File: src/rtl/psw_setter.sv
// Password programming block: enter a new 4-digit code, re-enter it to confirm,
// and commit it to the code register read by the lock checker.
`timescale 1ns/1ps
module psw_setter #(
   parameter logic [15:0] DEFAULT_CODE   = 16'h2016,
   parameter int          TIMEOUT_CYCLES = 50_000_000,
   parameter int          ERR_CYCLES     = 25_000_000
) (
   input  logic        clk,
   input  logic        rst_n,
   input  logic [9:0]  sw,
   input  logic        prog_req,
   output logic [15:0] code,
   output logic        code_updated,
   output logic        busy,
   output logic [6:0]  HEX4,
   output logic [6:0]  HEX3,
   output logic [6:0]  HEX2,
   output logic [6:0]  HEX1,
   output logic [6:0]  HEX0
);
   localparam int TMAX = (TIMEOUT_CYCLES > ERR_CYCLES) ? TIMEOUT_CYCLES : ERR_CYCLES;
   localparam int TW   = $clog2(TMAX + 1);

   localparam logic [6:0] BLANK  = 7'b1111111;
   localparam logic [6:0] DASH   = 7'b0111111;
   localparam logic [6:0] GLYPH_P = 7'b0001100;
   localparam logic [6:0] GLYPH_C = 7'b1000110;
   localparam logic [6:0] GLYPH_E = 7'b0000110;

   typedef enum logic [2:0] {
      IDLE    = 3'd0,
      ENTER   = 3'd1,
      CONFIRM = 3'd2,
      COMMIT  = 3'd3,
      ERR     = 3'd4
   } state_t;

   function automatic logic is_onehot(input logic [9:0] s);
      return (s != 10'd0) && ((s & (s - 10'd1)) == 10'd0);
   endfunction

   function automatic logic [3:0] sw_digit(input logic [9:0] s);
      logic [3:0] d;
      d = 4'd0;
      for (int i = 0; i < 10; i++) begin
         if (s[i]) d = 4'(i);
      end
      return d;
   endfunction

   function automatic logic [6:0] digit_glyph(input logic [3:0] d);
      case (d)
         4'd0:    return 7'b1000000;
         4'd1:    return 7'b1111001;
         4'd2:    return 7'b0100100;
         4'd3:    return 7'b0110000;
         4'd4:    return 7'b0011001;
         4'd5:    return 7'b0010010;
         4'd6:    return 7'b0000010;
         4'd7:    return 7'b1111000;
         4'd8:    return 7'b0000000;
         4'd9:    return 7'b0010000;
         default: return BLANK;
      endcase
   endfunction

   state_t          state_r, state_nxt_s;
   logic [9:0]      sw_prev_r;
   logic [TW-1:0]   tmr_r;
   logic [1:0]      cnt_r;
   logic            mismatch_r;
   logic [3:0]      digits_r  [4];
   logic [6:0]      dig_hex_r [4];
   logic            press_s;
   logic [3:0]      digit_s;
   logic            diff_s;
   logic [6:0]      hex4_nxt_s;
   logic            busy_nxt_s;
   logic            upd_nxt_s;

   // A press is a one-hot switch pattern rising out of an all-zero bus.
   assign press_s = (sw_prev_r == 10'd0) && is_onehot(sw);
   assign digit_s = sw_digit(sw);
   assign diff_s  = (digit_s != digits_r[cnt_r]);

   assign HEX3 = dig_hex_r[0];
   assign HEX2 = dig_hex_r[1];
   assign HEX1 = dig_hex_r[2];
   assign HEX0 = dig_hex_r[3];

   // State register
   always_ff @(posedge clk or negedge rst_n) begin
      if (!rst_n) state_r <= IDLE;
      else        state_r <= state_nxt_s;
   end

   // Next-state logic
   always_comb begin
      state_nxt_s = state_r;
      case (state_r)
         IDLE:    if (prog_req) state_nxt_s = ENTER; else state_nxt_s = IDLE;
         ENTER: begin
            if (press_s) begin
               if (cnt_r == 2'd3) state_nxt_s = CONFIRM; else state_nxt_s = ENTER;
            end else if (tmr_r == TW'(TIMEOUT_CYCLES - 1)) begin
               state_nxt_s = ERR;
            end else begin
               state_nxt_s = ENTER;
            end
         end
         CONFIRM: begin
            if (press_s) begin
               if (cnt_r != 2'd3)          state_nxt_s = CONFIRM;
               else if (mismatch_r || diff_s) state_nxt_s = ERR;
               else                        state_nxt_s = COMMIT;
            end else if (tmr_r == TW'(TIMEOUT_CYCLES - 1)) begin
               state_nxt_s = ERR;
            end else begin
               state_nxt_s = CONFIRM;
            end
         end
         COMMIT:  state_nxt_s = IDLE;
         ERR:     if (tmr_r == TW'(ERR_CYCLES - 1)) state_nxt_s = IDLE; else state_nxt_s = ERR;
         default: state_nxt_s = IDLE;
      endcase
   end

   // Output decode, taken from the next state so the registered outputs track state_r
   always_comb begin
      hex4_nxt_s = BLANK;
      case (state_nxt_s)
         ENTER:   hex4_nxt_s = GLYPH_P;
         CONFIRM: hex4_nxt_s = GLYPH_C;
         ERR:     hex4_nxt_s = GLYPH_E;
         default: hex4_nxt_s = BLANK;
      endcase
      busy_nxt_s = (state_nxt_s != IDLE);
      upd_nxt_s  = (state_r == COMMIT);
   end

   // Registered status outputs
   always_ff @(posedge clk or negedge rst_n) begin
      if (!rst_n) begin
         HEX4         <= BLANK;
         busy         <= 1'b0;
         code_updated <= 1'b0;
      end else begin
         HEX4         <= hex4_nxt_s;
         busy         <= busy_nxt_s;
         code_updated <= upd_nxt_s;
      end
   end

   // Shared inactivity / error-hold timer, restarted on every state change
   always_ff @(posedge clk or negedge rst_n) begin
      if (!rst_n) begin
         tmr_r     <= TW'(0);
         sw_prev_r <= 10'd0;
      end else begin
         sw_prev_r <= sw;
         if (state_nxt_s != state_r)                     tmr_r <= TW'(0);
         else if (state_r == ENTER || state_r == CONFIRM) tmr_r <= press_s ? TW'(0) : tmr_r + TW'(1);
         else if (state_r == ERR)                        tmr_r <= tmr_r + TW'(1);
         else                                            tmr_r <= TW'(0);
      end
   end

   // Digit buffer, display digits and committed code
   always_ff @(posedge clk or negedge rst_n) begin
      if (!rst_n) begin
         code       <= DEFAULT_CODE;
         cnt_r      <= 2'd0;
         mismatch_r <= 1'b0;
         for (int i = 0; i < 4; i++) begin
            digits_r[i]  <= 4'd0;
            dig_hex_r[i] <= BLANK;
         end
      end else begin
         case (state_r)
            IDLE: begin
               if (prog_req) begin
                  cnt_r      <= 2'd0;
                  mismatch_r <= 1'b0;
                  for (int i = 0; i < 4; i++) begin
                     digits_r[i]  <= 4'd0;
                     dig_hex_r[i] <= BLANK;
                  end
               end
            end
            ENTER: begin
               if (press_s) begin
                  digits_r[cnt_r]  <= digit_s;
                  dig_hex_r[cnt_r] <= digit_glyph(digit_s);
                  cnt_r            <= cnt_r + 2'd1;
               end
               if (state_nxt_s != ENTER) begin
                  for (int i = 0; i < 4; i++) dig_hex_r[i] <= BLANK;
               end
            end
            CONFIRM: begin
               if (press_s) begin
                  if (diff_s) mismatch_r <= 1'b1;
                  dig_hex_r[cnt_r] <= DASH;
                  cnt_r            <= cnt_r + 2'd1;
               end
               if (state_nxt_s == ERR) begin
                  for (int i = 0; i < 4; i++) dig_hex_r[i] <= BLANK;
               end
            end
            COMMIT: begin
               code <= {digits_r[0], digits_r[1], digits_r[2], digits_r[3]};
               for (int i = 0; i < 4; i++) dig_hex_r[i] <= BLANK;
            end
            default: begin
               cnt_r <= cnt_r;
            end
         endcase
      end
   end
endmodule

File: config.mk
export PLATFORM = sky130hd
export DESIGN_NAME = psw_setter
export DESIGN_NICKNAME = d
export VERILOG_FILES = /design/src/rtl/psw_setter.sv
export SDC_FILE = /design/constraint.sdc
export NUM_CORES = 1
export LEC_CHECK = 0
export BUFFER_PORTS_ARGS = -buffer_cell sky130_fd_sc_hd__buf_2
export CELL_PAD_IN_SITES_DETAIL_PLACEMENT = 1
export CELL_PAD_IN_SITES_GLOBAL_PLACEMENT = 1
export CORE_MARGIN = 1.5
export CORE_UTILIZATION = 30
export DETAILED_ROUTE_END_ITERATION = 12
export PLACE_DENSITY = 0.56
export SETUP_SLACK_MARGIN = 0.5
export SKIP_CTS_REPAIR_TIMING = 1
export SLEW_MARGIN = 20
export SYNTH_ARGS = -nofsm -noshare
export SYNTH_HDL_FRONTEND = slang
export SYNTH_SLANG_ARGS = --single-unit
File: constraint.sdc
create_clock -name clk -period 3.6 [get_ports clk]
set_input_delay 0.36 -clock clk [delete_from_list [all_inputs] [get_ports clk]]
set_output_delay 0.36 -clock clk [all_outputs]
set_load 0.01 [all_outputs]
# --- Yosys cells after proc, flatten, opt, wreduce, memory -nomap -nowiden ---
# Memory sizes are Yosys's and may differ from the RTL's.
# Index checks and enable logic that the tools add are counted.
classes:
  n_lt_le_gt_ge: 2
  n_addsub: 3
  reduce_logical: 19
  div: 0
  n_shift: 0
  n_eq_ne: 21
  n_mux: 51
  bitwise_logic: 5
  n_mul: 0
ops:
  columns: ["operator", "count"]
  rows:
  - ["$mux 28", 5]
  - ["$pmux 28 s4", 1]
  - ["$mux 26", 4]
  - ["$mux 4", 11]
  - ["$mux 16", 2]
  - ["$pmux 16 s2", 1]
  - ["$bwmux 28", 1]
  - ["$add 26x1->26 const B", 1]
  - ["$eq 26x25->1 const B", 1]
  - ["$eq 26x26->1 const B", 1]
  - ["$or 24x24->24", 1]
  - ["$mux 3", 7]
  - ["$mux 7", 3]
  - ["$pmux 7 s3", 1]
  - ["$logic_not 10->1", 2]
  - ["$bwmux 16", 1]
  - ["$demux 7 s2", 1]
  - ["$pmux 3 s4", 1]
  - ["$and 10x10->10", 1]
  - ["$ne 2x2->1 const B", 5]
  - ["$reduce_bool 10->1", 1]
  - ["$sub 10x1->10 const B", 1]
  - ["$eq 3x2->1 const B", 3]
  - ["$bmux 4 s2", 1]
  - ["28 further kinds", 44]
totals:
  latchBits: 0
  reg_bits: 111
  ramBits: 0
  out_inout_bits: 53
  input_bits: 13
  n_memories: 1
  wordCells: 119
  mem_bits_ro: 112
memory_table:
  columns: ["memory", "depth", "width", "read_ports", "rd_clocked_by_memory_dff", "wr", "line_no", "rtl"]
  rows:
  - ["(no name shown)", 16, 7, 1, 0, 0, "53", "case (d)"]

# --- Longest topological paths before layout ---
# Gate-level depths: netlist of the first run.
depth:
  word_depth: 18
  ltp_mapped: 12

# --- Least setup slack after synthesis of the first run ---
# OpenSTA, ideal clock, no wires.
synth_timing:
  path_kind: "input-to-reg"
  start: "in sw[4]"
  end: "reg tmr_r[0]"
  required_time_ns: 3.479
  stages: 9
  setup_slack_ns: 0.920
  arrival_time_ns: 2.559
  path_cell_list: "buf_6 -> nor4_4 -> xnor2_1 -> a31oi_2 -> or4_4 -> a31o_4 -> a21oi_4 -> buf_12 -> nor3_2"
synth_via:
  elab_chain_cells: 14
synth_rtl:
  columns: ["element", "line_no", "rtl"]
  rows:
  - ["from (decl)", "11", "input logic [9:0] sw,"]
  - ["$mux 4 (6 in a row)", "47", "if (s[i]) d = 4'(i);"]
  - ["$ne 4x4->1", "85", "assign diff_s = (digit_s != digits_r[cnt_r]);"]
  - ["$logic_or 1x1->1", "115", "else if (mismatch_r || diff_s) state_nxt_s = ERR;"]
  - ["$mux 3", "115", null]
  - ["$mux 3", "114", "if (cnt_r != 2'd3) state_nxt_s = CONFIRM;"]
  - ["$mux 3", "113", "if (press_s) begin"]
  - ["$pmux 3 s4", "101", "case (state_r)"]
  - ["$ne 3x3->1", "162", "if (state_nxt_s != state_r) tmr_r <= TW'(0);"]
  - ["$mux 26 (*)", "162", null]
  - ["to (signal assigned)", "163", "else if (state_r == ENTER || state_r == CONFIRM) tmr_r <= press_s ? TW'(0) : tmr_r + TW'(1);"]
  - ["to (signal assigned)", "164", "else if (state_r == ERR) tmr_r <= tmr_r + TW'(1);"]
  - ["to (decl)", "70", "logic [TW-1:0] tmr_r;"]
# Every way passes the cells marked *; elsewhere a longest branch is shown, timed or not.
# A chain may end at the register's enable or synchronous reset.

# --- Worst setup path in the final report of the first run ---
layout_timing:
  start: "reg cnt_r[0]"
  end: "reg dig_hex_r, in the netlist HEX3[6]"
layout_via:
  elab_chain_cells: 13
layout_rtl:
  columns: ["element", "line_no", "rtl"]
  rows:
  - ["from (decl)", "71", "logic [1:0] cnt_r;"]
  - ["from (signal assigned)", "195", "cnt_r <= cnt_r + 2'd1;"]
  - ["from (signal assigned)", "205", "cnt_r <= cnt_r + 2'd1;"]
  - ["from (signal assigned)", "216", "cnt_r <= cnt_r;"]
  - ["$not 2->3 (implied by the code)", "85, 194, 204", null]
  - ["$bmux 4 s2", "85", null]
  - ["$mux 4 (implied by the code) (2 in a row)", "85", null]
  - ["$ne 4x4->1", "85", null]
  - ["$logic_or 1x1->1", "115", null]
  - ["$mux 3", "115", null]
  - ["$mux 3", "114", null]
  - ["$mux 3", "113", null]
  - ["$pmux 3 s4", "101", null]
  - ["$eq 3x3->1 or $ne 3x1->1 (tied branches)", "207, 197", null]
  - ["$ne 3x2->1 (no source line) (tied with other cells)", null, null]
  - ["$reduce_and 4->1 (no source line) or $pmux 28 s4 (tied branches)", null, null]
  - ["to (signal, indexed assignment)", "194", "dig_hex_r[cnt_r] <= digit_glyph(digit_s);"]
  - ["to (decl)", "74", "logic [6:0] dig_hex_r [4];"]
# Parallel ways exist; a longest one is shown, timed or not. The select of a mux whose other input is x is not followed.

==> run_results.csv, run 1 <==
group,metric,value,unit
run_status,status,"finished, violations left",
run_status,violations,"DRC",
cts,clockBufferDepth,2,
yosys,yosysUniqueCellTypes,67,
global_route,use_met2,0.279,
floorplanning,dieArea,19400,um2
final_layout,finalNetCount,625,
cts,clk_pin_slew,0.08,ns
placement,place_inst,819,
final_layout,final_cells,836,
sta,worst_slack,0.746,ns
power_and_ir_drop,p_leak,2.71,nW
cts,cts_tree,"done",
placement,dp.final_hpwl,11300,um
sta,final.setup.tns,0,ns
floorplanning,die_x,139,um
critical_path,path_cells,"mux4_1 > a21o_1 > nor3b_1 > a31oi_1 > o211ai_1 > o311ai_0",
yosys,syn_area,5580,um2
power_and_ir_drop,switchingPower,0.804,mW
sta,max_freq,350,MHz
global_route,grt_usage,0.166,
yosys,synth-seq-cells,108,
yosys,synth_top_family_by_area,"simple AND/OR/NAND/NOR gates",
sta,fin_worst_skew,0.0112,ns
final_layout,final_cell_mix,"72 x dfrtp_1, 63 x buf_2, 57 x nor2_1",
global_route,grt_pass1_vias,4570,
sta,setup_viol,0,
final_layout,drive_gt1_frac,0.293,
sta,slew_violations,0,
sta,slew_headroom,0.418,
placement,dp_slack,0.400,ns
placement,io_buffers,64,
yosys,ys_warn_count,0,
cts,clock_latency,0.36,ns
critical_path,r2r_setup_slack,0.75,ns
sta,finalCritPeriodShare,0.793,
final_layout,multiInputGateArea,2620,um2
cts,cts_root_buf,"clkbuf_16",
hold_path,hp-class,"primary input to asynchronous set/reset pin",
route,routedWlPerCell,18.2,um
critical_path,worstSetupEndpointType,"register",
floorplanning,core_area,18100,um2
job,cap_violations,0,
global_route,grt_pass1_wl,25400,um
critical_path,r2r_start,"cnt_r[0]",
floorplanning,start_util,0.309,
placement,gp_congestion,0.834,
placement,placed_cell_area,6100,um2
yosys,syn_avg_cell_area,10.3,um2
yosys,synth_edf_count,0,
yosys,yosysSeqAreaShare,0.492,
route,wirelength,15200,um
critical_path,cp_slowest_cell,"mux4_1",
yosys,synthAdderAreaFrac,0.0224,
power_and_ir_drop,clock_power_share,0.375,
yosys,synth-compound-area-share,0.134,
route,dr.pass1.iters,8,
yosys,synthCells,540,
sta,max_slew.worst_pin.slew,0.870,ns
floorplanning,ios,66,
yosys,ys_async_sr_fraction,1.00,
route,drtAntennaViolNets,0,
critical_path,slowest_delay,0.68,ns
final_layout,syn_to_final_growth,15.8,%
route,dr_total_vias,4369,
critical_path,crit_family,"compound AO/OA/AOI/OAI gates",
floorplanning,die_y,139,um
critical_path,r2r_end,"HEX3[6]",
sta,layout_min_cycle_time,2.85,ns
global_route,use_met1,0.217,
route,drc_errors,3,
critical_path,crit_required,3.85,ns
cts,cts_buffers,9,
critical_path,crit_type,"register to register",
final_layout,fill_cells,2068,
yosys,syn_nets,563,
critical_path,path_buf_inv,0,
cts,h-tree-depth,3,
power_and_ir_drop,seqPwrFrac,0.483,
yosys,synth_simple_gate_area_frac,0.218,
power_and_ir_drop,p_int,2.10,mW
critical_path,cp-start-kind,"register",
critical_path,arrival,3.11,ns
route,viasPerCell,5.23,
power_and_ir_drop,power.share.switching,0.276,
yosys,yosys-mux-area-fraction,0.0518,
global_route,grt_max_degree,60,
route,drtIter0Drc,238,
yosys,ys.flop_type,"dfrtp_1",
floorplanning,num_rows,49,
critical_path,reg2reg_depth,6,
final_layout,diodes,0,
sta,hold_viol_final,0,
global_route,antenna_found_initial,0,
sta,rsz0062_at_grt,"true",
final_layout,final_common_cell,"dfrtp_1",
global_route,gr-max-usage-layer,"met2",
yosys,synth_xor_area_frac,0.0408,
final_layout,seq_area,2750,um2
global_route,use_met3,0.0310,
power_and_ir_drop,combPwrFrac,0.142,
final_layout,fin_area,6470,um2
power_and_ir_drop,vdd.ir_drop.worst,0.000212,V
cts,cts_sinks,108,
power_and_ir_drop,power.density,450,nW/um2
critical_path,cp_max_fo,9,
global_route,overflow,0,
## state kept, by name (all words and copies together), names as in the netlist
register / cells
sw_prev_r: 10
busy: 1
tmr_r: 26
digits_r: 16
code: 16
cnt_r: 2
HEX2: 7
HEX4: 4
state_r: 3
HEX1: 7
code_updated: 1
HEX0: 7
HEX3: 7
mismatch_r: 1
## worst register-to-register path, stage by stage, from the launching register on
cell and delay (ns):
dfrtp_1 0.57, mux4_1 0.68, a21o_1 0.22, nor3b_1 0.52
a31oi_1 0.21, o211ai_1 0.34, o311ai_0 0.21
## layout make-up
type                            instances  area share
Clock inverter                          7      0.0155
Clock buffer                            9      0.0348
Tap cell                              229      0.0443
Multi-Input combinational cell        393       0.406
Timing Repair Buffer                   74      0.0654
Sequential cell                       108       0.425
Inverter                               16     0.00929
## layer usage
metal | share of wire | vias to the layer above
met2 | 0.48 | 65
met3 | 0.036 | 16
met4 | 0.015 | 0
met1 | 0.47 | 2218
li1 | - | 2070
met5 | 0 | -
## synthesized netlist by cell type (3+ instances only)
cell       n  area, um2
dfrtp_1   72       1800
nor2_1    57        214
nand2_1   52        195
dfstp_2   36        946
nand3_1   27        135
o21ai_0   27        135
a21oi_1   21        105
nor3_1    18       90.1
mux2_2    17        191
inv_1     16       60.1
xor2_1    14        123
a211oi_1  13       97.6
xnor2_1   12        105
nor3_2    11        110
nor4_1    11       68.8
ha_1      10        125
nand2b_1   8       50.1
o32ai_1    7       61.3
a31oi_1    6       37.5
and3_1     6       37.5
nand4_1    6       37.5
and4_1     5       43.8
buf_2      5       25.0
clkbuf_1   5       18.8
and2_1     4       25.0
buf_4      4       30.0
nor4b_1    4       35.0
o21a_1     4       30.0
o311ai_0   4       35.0
buf_1      3       11.3
clkbuf_8   3       41.3
nor3b_1    3       22.5
o211ai_1   3       22.5
o31ai_1    3       22.5
or2_2      3       18.8
## through the flow
| stage | hold WS, ns | utilization | power (mW) |
|---|---|---|---|
| global placement | 0.435 | 0.337 | 1.84 |
| floorplan | 0.0644 | - | 1.67 |
| CTS | 0.0521 | 0.355 | 2.95 |
| finish | 0.0351 | 0.358 | 2.91 |
| global route | 0.0810 | 0.358 | 3.06 |
| detailed placement | 0.441 | 0.337 | 1.85 |
## how the worst max path moves through the flow
stage,startpoint,end,slack [ns],cells after the start
finish,cnt_r[0],HEX3[6],0.75,6
global route,cnt_r[0],HEX2[6],0.50,6
CTS,tmr_r[11],HEX0[0],0.45,7
detailed placement,sw[4],HEX0[0],0.40,9
global placement,sw[4],tmr_r[3],0.55,8
floorplan,sw[4],tmr_r[0],0.92,9
## cells by family after synthesis
family	count (synthesis)
and+or+nand+nor	228
DFF	108
AOI/OAI and AO/OA	107
buffers and inverters	39
xor gates and xnor gates	26
muxes	21
adders and majority gates	10
other	1
## power groups by stage
stage | combinational, mW | clock [mW] | sequential [mW]
2_1_floorplan | 0.244 | 0 | 1.43
3_3_place_gp | 0.413 | 0 | 1.42
3_5_place_dp | 0.419 | 0 | 1.43
4_1_cts | 0.421 | 1.12 | 1.41
5_1_grt | 0.462 | 1.17 | 1.42
6_report | 0.414 | 1.09 | 1.40
(Power assumes the default switching activity.)
==> inputs of run 2 (changes only) <==
- clock period: 3.6 -> 2.7 ns (I/O delays scaled with it)
==> run 2 against run 1 <==
The flow still finishes with violations (DRC). Cell area is 15% higher. Worst setup slack lost 0.66 ns. Critical endpoint is now HEX1[5]. Non-clock buffer count grew 52. Clock power rose by 28%. Die area is the same. First-iteration DRC count shrank 15%. Sequential power grew 34%. Flip-flop and latch count unchanged. Count of clock-buffer cells in the layout is the same. Wire length increased by 11%. Critical path depth is 3 higher.
==> run_results.csv, run 2 (synthesis gave the netlist of run 1 again) <==
group,metric,value,unit
placement,placed_cell_area,6400,um2
sta,max_slew.worst_pin.slew,0.869,ns
placement,gp_congestion,0.789,
final_layout,fin_area,7420,um2
final_layout,fill_cells,1997,
final_layout,final_cell_mix,"71 x dfrtp_1, 63 x buf_2, 56 x nor2_1",
final_layout,syn_to_final_growth,32.9,%
hold_path,hp-class,"primary input to register",
route,viasPerCell,5.23,
placement,place_inst,843,
global_route,grt_pass1_vias,4744,
power_and_ir_drop,fin_total_pwr,4.04,mW
critical_path,r2r_start,"tmr_r[24]",
critical_path,cp_max_fo,5,
final_layout,drive_gt1_frac,0.449,
placement,dp.final_hpwl,11600,um
global_route,antenna_found_initial,0,
hold_path,hold_path_depth,1,
critical_path,r2r_end,"HEX1[5]",
cts,clock_latency,0.37,ns
global_route,grt_max_degree,61,
cts,clk_pin_slew,0.08,ns
cts,clockBufferDepth,2,
route,dr.pass1.iters,8,
power_and_ir_drop,p_leak,3.09,nW
critical_path,worstSetupEndpointType,"register",
sta,finalCritPeriodShare,0.968,
final_layout,utilization,0.410,
final_layout,largest_register_ffs,26,
placement,dp_slack,0.0902,ns
placement,io_buffers,64,
cts,cts_buffers,9,
sta,worst_slack,0.0877,ns
sta,max_freq,383,MHz
floorplanning,die_x,139,um
final_layout,regMostFlops,"tmr_r",
floorplanning,dieArea,19400,um2
global_route,overflow,0,
cts,cts_root_buf,"clkbuf_16",
final_layout,final_cells,888,
hold_path,whs_endpoint,"sw_prev_r[7]",
power_and_ir_drop,power.density,544,nW/um2
final_layout,final_common_cell,"dfrtp_1",
global_route,grt_pass1_wl,25200,um
sta,setup_viol,0,
route,wirelength,16900,um
final_layout,finalNetCount,677,
sta,hold_viol_final,0,
floorplanning,die_y,139,um
run_status,violations,"DRC",
cts,cts_sinks,108,
critical_path,r2r_setup_slack,0.09,ns
final_layout,diodes,0,
route,drc_errors,4,
route,drtAntennaViolNets,0,
sta,layout_min_cycle_time,2.61,ns
floorplanning,num_rows,49,
run_status,status,"finished, violations left",
global_route,grt_usage,0.165,
floorplanning,core_area,18100,um2
final_layout,reg.largest.list,"tmr_r: 26 flops, code: 16 flops, digits_r: 16 flops",
job,cap_violations,0,
sta,slew_headroom,0.418,
power_and_ir_drop,vdd.ir_drop.worst,0.000277,V
sta,slew_violations,0,
route,routedWlPerCell,19.0,um
critical_path,crit_required,3.01,ns
cts,h-tree-depth,3,
sta,hold_ws,0.0804,ns
route,dr_total_vias,4643,
cts,cts_tree,"done",
critical_path,reg2reg_depth,9,
critical_path,arrival,2.92,ns
hold_path,min_from,"sw[7]",
critical_path,crit_type,"register to register",
sta,fin_worst_skew,0.0132,ns
floorplanning,ios,66,
sta,final.setup.tns,0,ns
sta,rsz0062_at_grt,"true",
critical_path,cp-start-kind,"register",
route,drtIter0Drc,202,
floorplanning,start_util,0.309,
## run 2: layout make-up
class                      instances  area [um2]  area share
clock inverter                     7        92.6      0.0125
multi-input combinational        393        3080       0.415
clock buffer                       9         225      0.0303
timing repair buffer             126         931       0.125
tap                              229         287      0.0386
sequential                       108        2750       0.370
inverter                          16        60.1     0.00809
## run 2: worst max path at each step
stage / from / to / slack (ns) / cells after the start
2_1_floorplan: sw[4] / tmr_r[13] / 0.24 / 9
3_3_place_gp: sw_prev_r[1] / tmr_r[7] / 0.12 / 8
3_5_place_dp: sw[8] / tmr_r[12] / 0.09 / 9
5_1_grt: tmr_r[24] / HEX2[2] / 0.02 / 8
4_1_cts: sw_prev_r[1] / tmr_r[12] / 0.06 / 8
6_report: tmr_r[24] / HEX1[5] / 0.09 / 9
## run 2: per-layer routing
layer | up-vias | global-route usage | wire, um
met5 | - | 0 | 0
met4 | 0 | 0.0442 | 206
met3 | 14 | 0.0396 | 577
met2 | 81 | 0.287 | 8680
met1 | 2373 | 0.206 | 7440
li1 | 2175 | - | -
## run 2: critical path, stage by stage, from the launching register on
cell	delay, ns
dfrtp_1	0.39
or4b_4	0.55
nor4b_4	0.28
nand4_1	0.20
a31o_2	0.29
a31oi_1	0.21
nand2_2	0.18
clkbuf_16	0.21
buf_4	0.13
a21oi_2	0.10
## run 2: power breakdown
group          internal (mW)  leakage, nW  switching (mW)
clock network          0.669        0.149           0.727
registers               1.78         1.34          0.0948
logic                  0.331         1.60           0.439
